[src/rtl/window_pkg.sv]
// Shared constants and helpers for the KxK sliding-window line buffer.
package window_pkg;

    localparam int WLB_PIX_W = 8;
    localparam int WLB_K     = 3;
    localparam int WLB_IMG_W = 258;
    localparam int WLB_IMG_H = 258;

    // Flat element index of window entry (r,c); r=0 is the oldest row.
    function automatic int win_idx(input int r, input int c, input int k);
        return r * k + c;
    endfunction

    // Width of a coordinate counter that spans 0..n-1.
    function automatic int coord_w(input int n);
        return (n > 1) ? $clog2(n) : 1;
    endfunction

endpackage

[src/rtl/line_buffer_ram.sv]
// One image row of storage: simple dual-port, read-first, shared address.
// Read is combinational so the previous row's pixel is available in the
// same cycle the new pixel overwrites it.
module line_buffer_ram
    import window_pkg::*;
#(
    parameter int DEPTH = WLB_IMG_W,
    parameter int WIDTH = WLB_PIX_W
) (
    input  logic                      clk,
    input  logic                      i_we,
    input  logic [coord_w(DEPTH)-1:0] i_addr,
    input  logic [WIDTH-1:0]          i_wdata,
    output logic [WIDTH-1:0]          o_rdata
);

    logic [WIDTH-1:0] r_mem [DEPTH];

    assign o_rdata = r_mem[i_addr];

    // Write the incoming row pixel; old contents were already read out.
    always_ff @(posedge clk) begin
        if (i_we) r_mem[i_addr] <= i_wdata;
    end

endmodule

[src/rtl/window_line_buffer.sv]
// Streaming KxK window generator over pre-padded raster pixels.
// Optional macro WLB_FRAME_FLAGS_EN adds out_sof/out_eof window flags.
module window_line_buffer
    import window_pkg::*;
#(
    parameter int PIX_W = WLB_PIX_W,
    parameter int K     = WLB_K,
    parameter int IMG_W = WLB_IMG_W,
    parameter int IMG_H = WLB_IMG_H
) (
    input  logic                     clk,
    input  logic                     rst,
    input  logic                     clr,
    input  logic                     in_valid,
    output logic                     in_ready,
    input  logic [PIX_W-1:0]         in_pixel,
    output logic                     out_valid,
    input  logic                     out_ready,
    output logic [K*K*PIX_W-1:0]     win_out,
    output logic [$clog2(IMG_H)-1:0] out_row,
    output logic [$clog2(IMG_W)-1:0] out_col,
`ifdef WLB_FRAME_FLAGS_EN
    output logic                     out_sof,
    output logic                     out_eof,
`endif
    output logic                     frame_done
);

    localparam int RW = coord_w(IMG_H);
    localparam int CW = coord_w(IMG_W);
    localparam int NL = K - 1;
    localparam int WW = K * K * PIX_W;
    localparam logic [RW-1:0] ROW_LAST  = RW'(IMG_H - 1);
    localparam logic [CW-1:0] COL_LAST  = CW'(IMG_W - 1);
    localparam logic [RW-1:0] ROW_FIRST = RW'(K - 1);
    localparam logic [CW-1:0] COL_FIRST = CW'(K - 1);

    // Illegal geometry stops simulation on the first clock.
    if ((K % 2) == 0 || K < 3 || IMG_W < K || IMG_H < K) begin : g_bad_params
        always @(posedge clk) $fatal(1, "window_line_buffer: illegal K/IMG_W/IMG_H");
    end

    logic [RW-1:0]             r_row;
    logic [CW-1:0]             r_col;
    logic [NL-1:0][PIX_W-1:0]  w_lb_wdata;
    logic [NL-1:0][PIX_W-1:0]  w_lb_rdata;
    logic [K-1:0][PIX_W-1:0]   w_newcol;
    logic [WW-1:0]             r_win;
    logic [WW-1:0]             w_win_next;
    logic [WW-1:0]             r_win_out;
    logic                      r_out_valid;
    logic                      r_frame_done;
    logic [RW-1:0]             r_out_row;
    logic [CW-1:0]             r_out_col;
    logic                      w_accept;
    logic                      w_emit;
    logic                      w_last_col;
    logic                      w_last_pix;
`ifdef WLB_FRAME_FLAGS_EN
    logic                      r_sof;
    logic                      r_eof;
`endif

    // Single-entry output: a held window blocks intake until consumed.
    assign in_ready   = !clr && (!r_out_valid || out_ready);
    assign w_accept   = in_valid && in_ready;
    assign w_last_col = (r_col == COL_LAST);
    assign w_last_pix = w_last_col && (r_row == ROW_LAST);
    // Left columns of a row would mix in the previous row's pixels.
    assign w_emit     = (r_row >= ROW_FIRST) && (r_col >= COL_FIRST);

    // Rows cascade: each buffer passes its old pixel down to the next.
    assign w_lb_wdata[0] = in_pixel;
    for (genvar i = 1; i < NL; i++) begin : g_chain
        assign w_lb_wdata[i] = w_lb_rdata[i-1];
    end

    for (genvar i = 0; i < NL; i++) begin : g_lb
        line_buffer_ram #(
            .DEPTH (IMG_W),
            .WIDTH (PIX_W)
        ) u_lb (
            .clk     (clk),
            .i_we    (w_accept),
            .i_addr  (r_col),
            .i_wdata (w_lb_wdata[i]),
            .o_rdata (w_lb_rdata[i])
        );
    end

    // New rightmost column, top (oldest buffer) to bottom (live pixel).
    for (genvar r = 0; r < NL; r++) begin : g_newcol
        assign w_newcol[r] = w_lb_rdata[NL-1-r];
    end
    assign w_newcol[K-1] = in_pixel;

    // Window after shifting one column left and appending the new column.
    always_comb begin
        w_win_next = r_win;
        for (int r = 0; r < K; r++) begin
            for (int c = 0; c < K - 1; c++) begin
                w_win_next[win_idx(r, c, K)*PIX_W +: PIX_W] =
                    r_win[win_idx(r, c + 1, K)*PIX_W +: PIX_W];
            end
            w_win_next[win_idx(r, K - 1, K)*PIX_W +: PIX_W] = w_newcol[r];
        end
    end

    // Window shift register advances on every accepted pixel.
    always_ff @(posedge clk or negedge rst) begin
        if (!rst)          r_win <= '0;
        else if (w_accept) r_win <= w_win_next;
    end

    // Raster position of the next pixel; clr restarts at (0,0).
    always_ff @(posedge clk or negedge rst) begin
        if (!rst) begin
            r_row <= '0;
            r_col <= '0;
        end else if (clr) begin
            r_row <= '0;
            r_col <= '0;
        end else if (w_accept) begin
            if (w_last_col) begin
                r_col <= '0;
                r_row <= (r_row == ROW_LAST) ? '0 : r_row + 1'b1;
            end else begin
                r_col <= r_col + 1'b1;
            end
        end
    end

    // Output register: load on a complete window, hold under backpressure.
    always_ff @(posedge clk or negedge rst) begin
        if (!rst) begin
            r_out_valid  <= 1'b0;
            r_win_out    <= '0;
            r_out_row    <= '0;
            r_out_col    <= '0;
            r_frame_done <= 1'b0;
`ifdef WLB_FRAME_FLAGS_EN
            r_sof        <= 1'b0;
            r_eof        <= 1'b0;
`endif
        end else if (clr) begin
            r_out_valid  <= 1'b0;
            r_frame_done <= 1'b0;
        end else begin
            r_frame_done <= w_accept && w_last_pix;
            if (w_accept && w_emit) begin
                r_out_valid <= 1'b1;
                r_win_out   <= w_win_next;
                r_out_row   <= r_row - ROW_FIRST;
                r_out_col   <= r_col - COL_FIRST;
`ifdef WLB_FRAME_FLAGS_EN
                r_sof       <= (r_row == ROW_FIRST) && (r_col == COL_FIRST);
                r_eof       <= w_last_pix;
`endif
            end else if (out_ready) begin
                r_out_valid <= 1'b0;
            end
        end
    end

    assign out_valid  = r_out_valid;
    assign win_out    = r_win_out;
    assign out_row    = r_out_row;
    assign out_col    = r_out_col;
    assign frame_done = r_frame_done;
`ifdef WLB_FRAME_FLAGS_EN
    assign out_sof    = r_sof;
    assign out_eof    = r_eof;
`endif

endmodule

[config.mk]
export PLATFORM = sky130hd
export DESIGN_NAME = window_line_buffer
export DESIGN_NICKNAME = d
export VERILOG_FILES = /design/src/rtl/window_pkg.sv /design/src/rtl/line_buffer_ram.sv /design/src/rtl/window_line_buffer.sv
export SDC_FILE = /design/constraint.sdc
export NUM_CORES = 2
export LEC_CHECK = 0
export CAP_MARGIN = 25
export CORE_ASPECT_RATIO = 0.5
export CORE_UTILIZATION = 40
export DETAILED_ROUTE_END_ITERATION = 6
export HOLD_SLACK_MARGIN = 0.05
export PLACE_DENSITY_LB_ADDON = 0.15
export SLEW_MARGIN = 40
export SYNTH_ARGS = -nofsm -noshare
export SYNTH_HDL_FRONTEND = slang
export SYNTH_HIERARCHICAL = 1
export SYNTH_MEMORY_MAX_BITS = 65536
export SYNTH_SLANG_ARGS = --single-unit
[constraint.sdc]
create_clock -name clk -period 16.4 [get_ports clk]
set_input_delay 4.1 -clock clk [delete_from_list [all_inputs] [get_ports clk]]
set_output_delay 4.1 -clock clk [all_outputs]
set_load 0.02 [all_outputs]
==> impl_metrics.yaml <==
clock_network:
  clock-sinks: 4286
  cts_buffers: 392
  postCtsSetupBuffers: 0
  path_clk_slew_ns: 0.07
  cts_resized: 0
  insertion_delay_ns: 0.96
  cts_tree: "yes"
  cts_hold_buf: 0
  h-tree-depth: 5
  cts_root_buf: "clkbuf_16"
  clockBufferDepth: 4
worst_setup_path:
  crit_path_start_kind: "primary input"
  r2r_setup_slack_ns: 9.18
  critical-path-max-stage-delay_ns: 0.77
  rr_worst_depth: 12
  critical_path.max_fanout: 17
  cpMostUsedCell: "clkdlybuf4s50_1"
  critical_path_class: "in2out"
  cp-end-kind: "primary output"
  slowest_stage: "clkdlybuf4s50_1"
  rr_endpoint: "g_lb[1].u_lb/r_mem[85][6]"
  cp.required_ns: 12.30
  arrival_ns: 5.72
  regToRegStartpoint: "r_col[0]"
  worstPathCellList: "clkdlybuf4s50_1 > nor2_1 > clkdlybuf4s50_1"
timing:
  setup-tns-final_ns: 0
  setup_slack_ns: 6.58
  period_needed_ns: 9.82
  clock_skew_ns: 0.0476
  worst_pin_slew_ns: 0.946
  period_share_pct: 59.9
  slew_headroom_pct: 36.9
  rsz0062_at_grt: "false"
  max_freq_ghz: 0.102
  hold_violations: 0
  drv_slew: 0
  setup_violations: 0
power:
  power.leakage_nw: 57.3
  powerDensity_nw_per_um2: 121
  ir_drop_mv: 0.0984
placement:
  io_buffers: 105
  place_hpwl_mm: 274
  place.gp.congestion: 0.801
  dpl_worst_slack_ns: 6.58
floorplanning:
  placementRows: 167
  core_sq_um: 415000
  die_area_sq_um: 420000
  die_height_um: 459
  start_util_pct: 40.3
  die_w_um: 916
  io_pins: 106
detailed_routing:
  wire_per_inst_um: 32.6
  wl_mm: 459
  drt-pass1-iter-count: 7
  vias_per_cell: 5.74
  antenna_left: 0
  drc: 0
  drt-initial-drc-count: 9804
  vias: 81000
synth:
  ys_seq_area_share_pct: 76.6
  synth.avg_cell_area_sq_um: 21.0
  ys_seq_elements: 4286
  yosysUniqueCellTypes: 75
  synthesis.area_sq_um: 167000
  synth_edf_count: 4128
  ys.flop_type: "edfxtp_1"
  async_reset_ff_share_pct: 3.69
  syn_inst: 7946
  synth_nets: 7969
  yosysWarningCount: 6
finish:
  syn2layout_area_growth_pct: 12.7
  final_nets: 8225
  drive_above_1_share_pct: 23.9
min_path:
  hp-start: "r_win[62]"
  holdPathEnd: "r_win[62]"
  worstHoldPathCells: 2
  hp-class: "reg2reg"
run_status:
  status: "complete, no violations"
global_routing:
  grt_use_met2_pct: 33.9
  grt_pass1_vias: 81200
  grt_pass1_wl_mm: 647
  grt_max_degree: 149
  use_met1_pct: 32.0
  met3_usage_pct: 3.37
  grt.total_usage_pct: 21.5
  busiest_layer: "met2"
  gr-total-overflow: 0
  antenna_found_initial: 22
flow_run:
  cap_violations: 0
critical path, delay by kind of cell:
kind	cells	cell delay, ns
buffers and inverters	2	1.39
AND/OR/NAND/NOR	1	0.23
kinds of logic after synthesis:
| group | synth area share, % |
|---|---|
| DFF | 76.6 |
| buffers and inverters | 1.57 |
| adders and majority gates | 0.0749 |
| xor gates and xnor gates | 0.0682 |
| AOI/OAI and AO/OA | 1.62 |
| muxes | 16.4 |
| and+or+nand+nor | 3.64 |
routing by layer:
| layer | vias to the layer above | part of all wire (%) |
|---|---|---|
| met5 | - | 0.0039 |
| met4 | 4 | 2.2 |
| met3 | 522 | 6.8 |
| met2 | 3121 | 47 |
| met1 | 44100 | 44 |
| li1 | 33300 | - |
sequential cells by signal, indices dropped and copies added (netlist names):
name / count
g_lb.u_lb/r_mem: 4128
frame_done: 1
r_win: 48
win_out: 72
r_row: 9
out_valid: 1
r_col: 9
out_col: 9
out_row: 9
worst max path at each step:
stage                         from  slack (ns)                       end
final                          clr        6.58                  in_ready
after CTS                      clr        6.58                  in_ready
after floorplan           r_col[0]        1.27  g_lb[1].u_lb/r_mem[0][2]
after detailed placement       clr        6.58                  in_ready
after global placement         clr        6.51                  in_ready
after global routing           clr        6.53                  in_ready
stage by stage:
stage | total power [mW] | instances | hold WS [ns] | instance area [sq um] | util [%]
final | 22.7 | 14100 | 0.471 | 188000 | 45.4
after global routing | 23.3 | 14100 | 0.497 | 188000 | 45.4
after CTS | 22.9 | 14100 | 0.477 | 188000 | 45.3
after detailed placement | 13.6 | 13400 | 0.460 | 175000 | 42.2
after global placement | 13.6 | 13400 | 0.455 | 175000 | 42.1
after floorplan | 13.1 | 7946 | 0.442 | 167000 | -
Yosys cell counts, drive strengths merged, types with 6 or more instances:
cell type	number	share of area [%]
edfxtp	4128	74
mux4	1070	14
nor2	559	1.3
nand2	469	1.1
buf	283	1.1
mux2i	195	1.2
clkbuf	188	0.42
dfrtp	158	2.4
mux2	123	0.83
nand3	123	0.37
nor2b	96	0.36
a21oi	54	0.16
o21ai	46	0.14
nand4	39	0.15
a32oi	34	0.18
o22ai	30	0.11
a31oi	26	0.097
inv	26	0.058
a221oi	20	0.10
a2111oi	18	0.12
nor4	18	0.10
o221ai	18	0.094
a22oi	16	0.072
nand2b	15	0.056
o31ai	14	0.063
a32o	13	0.078
nor3	12	0.043
a22o	10	0.052
a311oi	10	0.052
and3	10	0.037
ha	10	0.075
a211oi	9	0.040
a41oi	9	0.047
and2	8	0.030
nor3b	8	0.036
nor4b	7	0.044
xor2	7	0.037
xnor2	6	0.031
where the power goes:
part           total [mW]  internal (mW)  switching (mW)
Sequential           12.2           12.1          0.0291
Combinational        1.15          0.390           0.756
Clock                9.38           5.30            4.08
cell type report:
cell class	instances	area [sq um]
multi-input cells	3163	36900
repair buffers	333	3290
clock buffers	465	10300
fillers	34600	227000
flip-flops and latches	4286	128000
clock inverters	247	2630
diodes	3	7.51
well taps	5577	6980
inverters	26	114
cell usage in the layout, fill, tap and decap left out, types with 89 or more instances in the layout:
| master | n |
|---|---|
| edfxtp_1 | 4128 |
| mux4_2 | 1070 |
| nor2_1 | 538 |
| nand2_1 | 441 |
| clkbuf_16 | 400 |
| mux2i_1 | 195 |
| buf_4 | 176 |
| dfrtp_1 | 149 |
| nand3_1 | 110 |
| clkdlybuf4s50_1 | 96 |
| nor2b_1 | 89 |
No activity file was read; power rests on OpenSTA's default activity.
